### src/rtl/gpio_pkg.sv
// Shared constants for the GPIO pin controller:
// register map and debounce confirmation depth.
package gpio_pkg;

  localparam logic [2:0] GPIO_REG_OUT  = 3'd0;
  localparam logic [2:0] GPIO_REG_DIR  = 3'd1;
  localparam logic [2:0] GPIO_REG_IN   = 3'd2;
  localparam logic [2:0] GPIO_REG_RISE = 3'd3;
  localparam logic [2:0] GPIO_REG_FALL = 3'd4;
  localparam logic [2:0] GPIO_REG_PEND = 3'd5;
  localparam logic [2:0] GPIO_REG_DBNC = 3'd6;

  localparam int unsigned GPIO_DB_CONFIRM = 3;

endpackage

### src/rtl/gpio_pin_debounce.sv
// One GPIO input: 2-flop synchroniser, tick-based
// debounce filter and raw edge flags on the filtered level.
module gpio_pin_debounce (
  input  logic clock,
  input  logic reset,
  input  logic pin_i,
  input  logic tick_i,
  input  logic bypass_i,
  input  logic clr_i,
  output logic stable_o,
  output logic rise_o,
  output logic fall_o
);
  import gpio_pkg::*;

  logic       s1_q, s2_q;
  logic       stable_q, stable_d;
  logic       prev_q;
  logic [1:0] cnt_q, cnt_d;

  always_comb begin
    stable_d = stable_q;
    cnt_d    = cnt_q;
    if (bypass_i) begin
      stable_d = s2_q;
      cnt_d    = '0;
    end else if (clr_i) begin
      cnt_d = '0;
    end else if (tick_i) begin
      if (s2_q == stable_q) begin
        cnt_d = '0;
      end else if (cnt_q == 2'(GPIO_DB_CONFIRM - 1)) begin
        stable_d = s2_q;
        cnt_d    = '0;
      end else begin
        cnt_d = cnt_q + 2'd1;
      end
    end
  end

  always_ff @(posedge clock or posedge reset) begin
    if (reset) begin
      s1_q     <= 1'b0;
      s2_q     <= 1'b0;
      stable_q <= 1'b0;
      prev_q   <= 1'b0;
      cnt_q    <= '0;
    end else begin
      s1_q     <= pin_i;
      s2_q     <= s1_q;
      stable_q <= stable_d;
      prev_q   <= stable_q;
      cnt_q    <= cnt_d;
    end
  end

  assign stable_o = stable_q;
  assign rise_o   = stable_q & ~prev_q;
  assign fall_o   = ~stable_q & prev_q;

endmodule

### src/rtl/gpio_pin_ctrl.sv
// Register-mapped GPIO block: output/direction registers,
// debounced inputs, edge-enable masks, W1C pending and irq.
module gpio_pin_ctrl #(
  parameter int NPINS = 16,
  parameter int DBW   = 8
) (
  input  logic             clock,
  input  logic             reset,
  input  logic [NPINS-1:0] pinsIn,
  output logic [NPINS-1:0] pinsOut,
  output logic [NPINS-1:0] pinsDir,
  input  logic [2:0]       regAddr,
  input  logic             regWrEn,
  input  logic             regRdEn,
  input  logic [31:0]      regWrData,
  output logic [31:0]      regRdData,
  output logic             regOK,
  output logic             irq
);
  import gpio_pkg::*;

  logic [NPINS-1:0] out_q, dir_q, rise_en_q, fall_en_q;
  logic [NPINS-1:0] pend_q, pend_d, w1c;
  logic [NPINS-1:0] stable, rise, fall, wdata;
  logic [DBW-1:0]   dbnc_q, presc_q, presc_d;
  logic [31:0]      rdata_q, rd_val;
  logic             ok_q, irq_q;
  logic             tick, bypass, wr_dbnc;
  logic             unused_wdata;

  assign wdata        = regWrData[NPINS-1:0];
  assign unused_wdata = ^regWrData;
  assign bypass       = dbnc_q == '0;
  assign tick         = !bypass && presc_q == '0;
  assign wr_dbnc      = regWrEn && regAddr == GPIO_REG_DBNC;

  for (genvar i = 0; i < NPINS; i++) begin : g_pin
    gpio_pin_debounce u_db (
      .clock    (clock),
      .reset    (reset),
      .pin_i    (pinsIn[i]),
      .tick_i   (tick),
      .bypass_i (bypass),
      .clr_i    (wr_dbnc),
      .stable_o (stable[i]),
      .rise_o   (rise[i]),
      .fall_o   (fall[i])
    );
  end

  always_comb begin
    presc_d = presc_q;
    if (wr_dbnc) presc_d = regWrData[DBW-1:0];
    else if (bypass) presc_d = '0;
    else if (tick) presc_d = dbnc_q;
    else presc_d = presc_q - 1'b1;
  end

  // a fresh edge overrides a simultaneous clear of the same bit
  always_comb begin
    w1c = '0;
    if (regWrEn && regAddr == GPIO_REG_PEND) w1c = wdata;
    pend_d = (pend_q & ~w1c)
           | (rise & rise_en_q)
           | (fall & fall_en_q);
  end

  always_comb begin
    rd_val = '0;
    unique case (regAddr)
      GPIO_REG_OUT:  rd_val = 32'(out_q);
      GPIO_REG_DIR:  rd_val = 32'(dir_q);
      GPIO_REG_IN:   rd_val = 32'(stable);
      GPIO_REG_RISE: rd_val = 32'(rise_en_q);
      GPIO_REG_FALL: rd_val = 32'(fall_en_q);
      GPIO_REG_PEND: rd_val = 32'(pend_q);
      GPIO_REG_DBNC: rd_val = 32'(dbnc_q);
      default:       rd_val = '0;
    endcase
  end

  always_ff @(posedge clock or posedge reset) begin
    if (reset) begin
      out_q     <= '0;
      dir_q     <= '0;
      rise_en_q <= '0;
      fall_en_q <= '0;
      pend_q    <= '0;
      dbnc_q    <= '0;
      presc_q   <= '0;
      rdata_q   <= '0;
      ok_q      <= 1'b0;
      irq_q     <= 1'b0;
    end else begin
      if (regWrEn) begin
        unique case (regAddr)
          GPIO_REG_OUT:  out_q     <= wdata;
          GPIO_REG_DIR:  dir_q     <= wdata;
          GPIO_REG_RISE: rise_en_q <= wdata;
          GPIO_REG_FALL: fall_en_q <= wdata;
          GPIO_REG_DBNC: dbnc_q    <= regWrData[DBW-1:0];
          default: ;
        endcase
      end
      pend_q  <= pend_d;
      presc_q <= presc_d;
      ok_q    <= regWrEn | regRdEn;
      rdata_q <= regRdEn ? rd_val : '0;
      irq_q   <= |pend_q;
    end
  end

  assign pinsOut   = out_q;
  assign pinsDir   = dir_q;
  assign regRdData = rdata_q;
  assign regOK     = ok_q;
  assign irq       = irq_q;

endmodule

### config.mk
export PLATFORM = sky130hd
export DESIGN_NAME = gpio_pin_ctrl
export DESIGN_NICKNAME = d
export VERILOG_FILES = /design/src/rtl/gpio_pkg.sv /design/src/rtl/gpio_pin_debounce.sv /design/src/rtl/gpio_pin_ctrl.sv
export SDC_FILE = /design/constraint.sdc
export NUM_CORES = 1
export LEC_CHECK = 0
export ABC_AREA = 0
export CORE_UTILIZATION = 50
export DETAILED_ROUTE_END_ITERATION = 8
export GPL_TIMING_DRIVEN = 0
export PLACE_DENSITY = 0.87
export SLEW_MARGIN = 20
export SYNTH_ARGS = -nofsm -noshare
export SYNTH_HDL_FRONTEND = slang
export SYNTH_SLANG_ARGS = --single-unit
export TNS_END_PERCENT = 50
### constraint.sdc
create_clock -name clock -period 6.6 [get_ports clock]
set_input_delay 1.32 -clock clock [delete_from_list [all_inputs] [get_ports clock]]
set_output_delay 1.32 -clock clock [all_outputs]
set_load 0.02 [all_outputs]
* After elaboration in Yosys (flattened, before gate mapping)
Index checks and enable logic that the tools add are counted.
Widths: inputs -> output; s select.
** Storage, ports and cells
- Register bits after elaboration :: 226
- Bits of input ports :: 55
- Logic and storage cells :: 446
** Cells by class
- Add/subtract/negate cells :: 17
- Eq/ne operators :: 55
- Multiplexer cells :: 166
- Bitwise gates (word level) :: 71
- Reductions and logical operators :: 47
** Operator list (count)
- $mux 2 :: 80
- $pmux 16 s7 :: 1
- $mux 1 :: 80
- $reduce_and 4->1 :: 16
- $and 16x16->16 :: 3
- $ne 2x2->1 const B :: 17
- $reduce_bool 2->1 :: 17
- $add 2x1->2 const B :: 16
- $and 1x1->1 :: 32
- $eq 2x2->1 const B :: 16
- $mux 32 :: 1
- $not 1->1 :: 32
- $or 16x16->16 :: 2
- $mux 8 :: 3
- $eq 1x1->1 :: 16
- $logic_not 8->1 :: 2
- $mux 16 :: 1
- $not 16->16 :: 1
- $reduce_or 16->1 :: 1
- $reduce_and 2->1 :: 5
- $eq 3x3->1 const B :: 3
- $sub 8x1->8 const B :: 1
- $eq 3x2->1 const B :: 2
- $eq 3x1->1 const B :: 1
- 5 further kinds :: 7

* Logic depth before layout (Yosys ltp)
- Depth in word-level cells :: 7
- Depth in mapped cells :: 9

* By module
A second synthesis with hierarchy kept.
** Second synthesis, totals
- Cell total of the unflattened synthesis :: 762
- Area, all modules :: 9471.6 µm²
** Modules (own cells, without submodules)
- gpio_pin_ctrl :: times used 1, cells each 442, area an instance 5487.8 µm², seq. area each 2852.7 µm²
- gpio_pin_debounce :: times used 16, cells each 20, area an instance 249.0 µm², seq. area each 150.1 µm²

* Least setup slack after synthesis
OpenSTA, ideal clock, no wires.
- Kind :: input to register
- Start point :: in regAddr[0]
- End point :: reg out_q[0], in the netlist pinsOut[0]
- Arrival :: 2.751 ns
- Required time :: 6.475 ns
- Path slack :: 3.724 ns
- Stages on the path :: 4
- Buffers on the path :: 2
- Path through :: buf_1 -> nor3_1 -> buf_2 -> mux2_2
** Between the ends
- Longest elaborated chain between the ends :: 2
** Ends and longest elaborated chain
- from (decl) :: RTL line gpio_pin_ctrl.sv:12 : input logic [2:0] regAddr,
- $logic_not 3->1 :: RTL line gpio_pin_ctrl.sv:96 : unique case (regAddr)
- $reduce_and 2->1 (no source line)
- to (signal assigned) :: RTL line gpio_pin_ctrl.sv:97 : GPIO_REG_OUT: out_q <= wdata;
- to (decl) :: RTL line gpio_pin_ctrl.sv:22 : logic [NPINS-1:0] out_q, dir_q, rise_en_q, fall_en_q;
Every way passes these cells.
A chain may end at the register's enable or synchronous reset.

* Final worst setup path
- Start point :: in regAddr[1]
- End point :: reg dir_q[4], in the netlist pinsDir[4]
** Between the ends
- Longest elaborated chain between the ends :: 2
** Ends and longest elaborated chain
- $eq 3x1->1 :: RTL line gpio_pin_ctrl.sv:96
- $reduce_and 2->1 (no source line)
- to (signal assigned) :: RTL line gpio_pin_ctrl.sv:98 : GPIO_REG_DIR: dir_q <= wdata;
- to (decl) :: RTL line gpio_pin_ctrl.sv:22
Every way passes these cells.

==> impl_metrics.py <==
metrics = {
    "power_and_ir_drop": {
        "p_seq_share_pct": 46.0,
        "peakVddDrop_mv": 0.228,
        "switchingPower_w": 0.00134,
        "power_w": 0.00432,
        "comb_power_share_pct": 23.3,
        "switching_share_pct": 31.0,
        "leakage_nw": 4.81,
        "power_frac_clock_pct": 30.7,
        "power_density_mw_per_mm2": 383,
        "p_int_w": 0.00298,
    },
    "finish": {
        "postLayoutCoreUtil_pct": 63.1,
        "layout-drive-gt1-share_pct": 19.0,
        "multi_input_area_mm2": 0.00363,
        "regArea_mm2": 0.00526,
        "regMostFlops": "g_pin.u_db.cnt_q",
        "largest_register_ff_count": 32,
        "areaGrowthSynthToFinish_pct": 24.0,
        "nFillCells": 1339,
        "final_cells": 1142,
        "fin_nets": 953,
    },
    "clock_network": {
        "cts_max_path_buffers": 3,
        "cts.repair.resized": 0,
        "numCtsBuffers": 22,
        "cts_max_level": 1,
        "cts.sinks": 210,
        "cts-root-buf": "clkbuf_16",
        "hold_buffers": 0,
        "cts_tree": "built",
        "clkTransAtPathRegs_ns": 0.06,
        "clk_latency_ns": 0.51,
        "cts_setup_buffers": 0,
    },
    "sta": {
        "min_period_over_period_pct": 53.5,
        "setup_violations": 0,
        "fin_hold_ws_ns": 0.342,
        "tightest_slew_ns": 0.851,
        "tns_ns": 0,
        "max_slew_margin_pct": 43.0,
        "maxSlewViolCount": 0,
        "finalHoldViolations": 0,
        "finalCriticalPeriod_ns": 3.53,
        "skew_ns": 0.0128,
        "rsz0062_at_grt": "no",
        "max_clock_freq_ghz": 0.283,
    },
    "grt": {
        "grt_max_degree": 37,
        "grt_busiest_layer": "met2",
        "grt_pass1_vias": 6772,
        "antenna_found_initial": 1,
        "gr-usage-all-layers_pct": 24.7,
        "use_met1_pct": 32.0,
        "use_met3_pct": 4.89,
        "overflow": 0,
        "grt.met2_usage_pct": 40.2,
        "grt_pass1_wl_um": 35600,
    },
    "synthesis": {
        "synth_ff_type": "dfrtp_1",
        "avgSynthCellArea_um2": 12.0,
        "synth_cell_type_count": 46,
        "ys_seq_area_share_pct": 57.7,
        "netlist_area_mm2": 0.00911,
        "synth_edf_count": 0,
        "synth_cells": 762,
        "synth-seq-cells": 210,
        "async_flop_share_pct": 100,
        "ys.warnings.count": 0,
    },
    "worst_hold_path": {
        "hold_path.class": "reg2reg",
    },
    "run": {
        "max-cap-violations": 0,
    },
    "placement": {
        "gp_congestion": 0.930,
        "portBuffers": 88,
        "hpwl_um": 15200,
        "placed_cells": 1101,
    },
    "worst_setup_path": {
        "critPathMaxFanout": 10,
        "arrival_ns": 3.91,
        "start_kind": "primary input",
        "critPathKind": "in2reg",
        "cp.required_ns": 6.98,
        "endpoint_kind": "register",
    },
    "floorplanning": {
        "die_h_um": 137,
        "die_w_um": 137,
        "dieArea_mm2": 0.0188,
        "rows": 49,
        "io_pins": 121,
        "core_mm2": 0.0179,
        "start_util_pct": 50.9,
    },
    "route": {
        "via_per_inst": 5.86,
        "wirelength_um": 22300,
        "drc": 0,
        "wire_per_inst_um": 19.5,
        "first_pass_iters": 5,
        "first_iter_violations": 707,
        "postRouteAntennaNets": 0,
        "vias": 6688,
    },
    "run_status": {
        "status": "complete, no violations",
    },
}
[worst max-delay path, stage by stage]
cell and delay, ns:
clkdlybuf4s50_1 0.48, clkbuf_1 0.31, nand2b_1 0.33, nor2_1 0.62
buf_2 0.45, mux2_2 0.40
[power groups by stage]
stage,sequential (W),clock (W),combinational [W]
detailed placement,0.00199,0,0.000993
finish,0.00199,0.00133,0.00101
global placement,0.00196,0,0.000940
CTS,0.00197,0.00134,0.00100
global route,0.00203,0.00139,0.00110
floorplan,0.00194,0,0.000632
[Yosys cell counts (3+ instances only)]
cell type	n	area (µm²)
a22oi_1	16	120
buf_2	9	45.0
buf_4	16	120
dfrtp_1	210	5260
or2_2	3	18.8
mux2i_1	31	310
mux2_2	90	1010
nor2b_1	6	37.5
clkbuf_1	22	82.6
o22ai_1	5	31.3
a21oi_1	26	130
o21ai_0	28	140
nor2_1	42	158
nor4_1	17	106
nand2b_1	22	138
xor2_1	7	61.3
nor3_1	3	15.0
mux4_2	8	180
nand3_1	9	45.0
nand4b_1	6	52.6
o2bb2ai_1	9	78.8
xnor2_1	13	114
nand3b_1	18	135
inv_1	5	18.8
nand2_1	92	345
o211ai_1	16	120
buf_1	6	22.5
and2_1	4	25.0
or4_1	3	22.5
[routing by layer]
metal | share of wire [%] | routed length, µm
met5 | 0 | 0
met4 | 3.5 | 786
met3 | 7.9 | 1770
met2 | 48 | 10800
met1 | 40 | 8990
[path summary, 6_finish.rpt]
path / start / endpoint / slack, ns / cells after the start
worst max-delay path: regAddr[1] / pinsDir[4] / 3.07 / 6
worst min-delay path: g_pin[0].u_db.s1_q / g_pin[0].u_db.s2_q / 0.34 / 0
worst max register to register: presc_q[0] / g_pin[12].u_db.stable_o / 3.77 / 8
worst min register to register: g_pin[0].u_db.s1_q / g_pin[0].u_db.s2_q / 0.34 / 0
max in group asynchronous: reset / pend_q[10] / 4.54 / 4
min in group asynchronous: reset / g_pin[7].u_db.s1_q / 1.28 / 2
[layout by cell type, fill, tap and decap left out, types with 7 or more instances in the layout]
master,n
nand2b_1,22
mux2_2,90
nand2_1,92
o2bb2ai_1,9
clkbuf_16,23
buf_2,9
mux2i_1,31
nor4_1,17
conb_1,16
o21ai_0,28
nand3b_1,18
nor2_1,42
dfrtp_1,210
nand3_1,9
o211ai_1,16
a21oi_1,26
mux4_2,8
buf_4,16
xnor2_1,13
xor2_1,7
clkbuf_1,26
clkdlybuf4s50_1,88
a22oi_1,16
[area by class of cell]
type                            instances  area share [%]
Tap cell                              229            2.54
Clock inverter                         10            1.36
Timing Repair Buffer                   95            9.24
Sequential cell                       210            46.5
Clock buffer                           30            5.59
Inverter                                5           0.199
Multi-Input combinational cell        509            32.1
Buffer                                 53            2.39
Antenna cell                            1          0.0222
[logic make-up after synthesis]
group / synth area share, %
AO/OA/AOI/OAI: 7.51
XOR/XNOR: 1.92
adder cells (fa/ha/maj): 0.275
buffers and inverters: 3.17
flip-flops: 57.7
multiplexers: 16.5
other: 0.0412
AND/OR/NAND/NOR: 12.9
[metrics by stage]
step / area (µm²) / worst slack (ns)
2_1_floorplan: 9170 / 2.55
3_3_place_gp: 10300 / 1.05
3_5_place_dp: 10500 / 2.64
4_1_cts: 11300 / 3.13
5_1_grt: 11300 / 2.99
6_report: 11300 / 3.07
No activity file was read; power rests on OpenSTA's default activity.
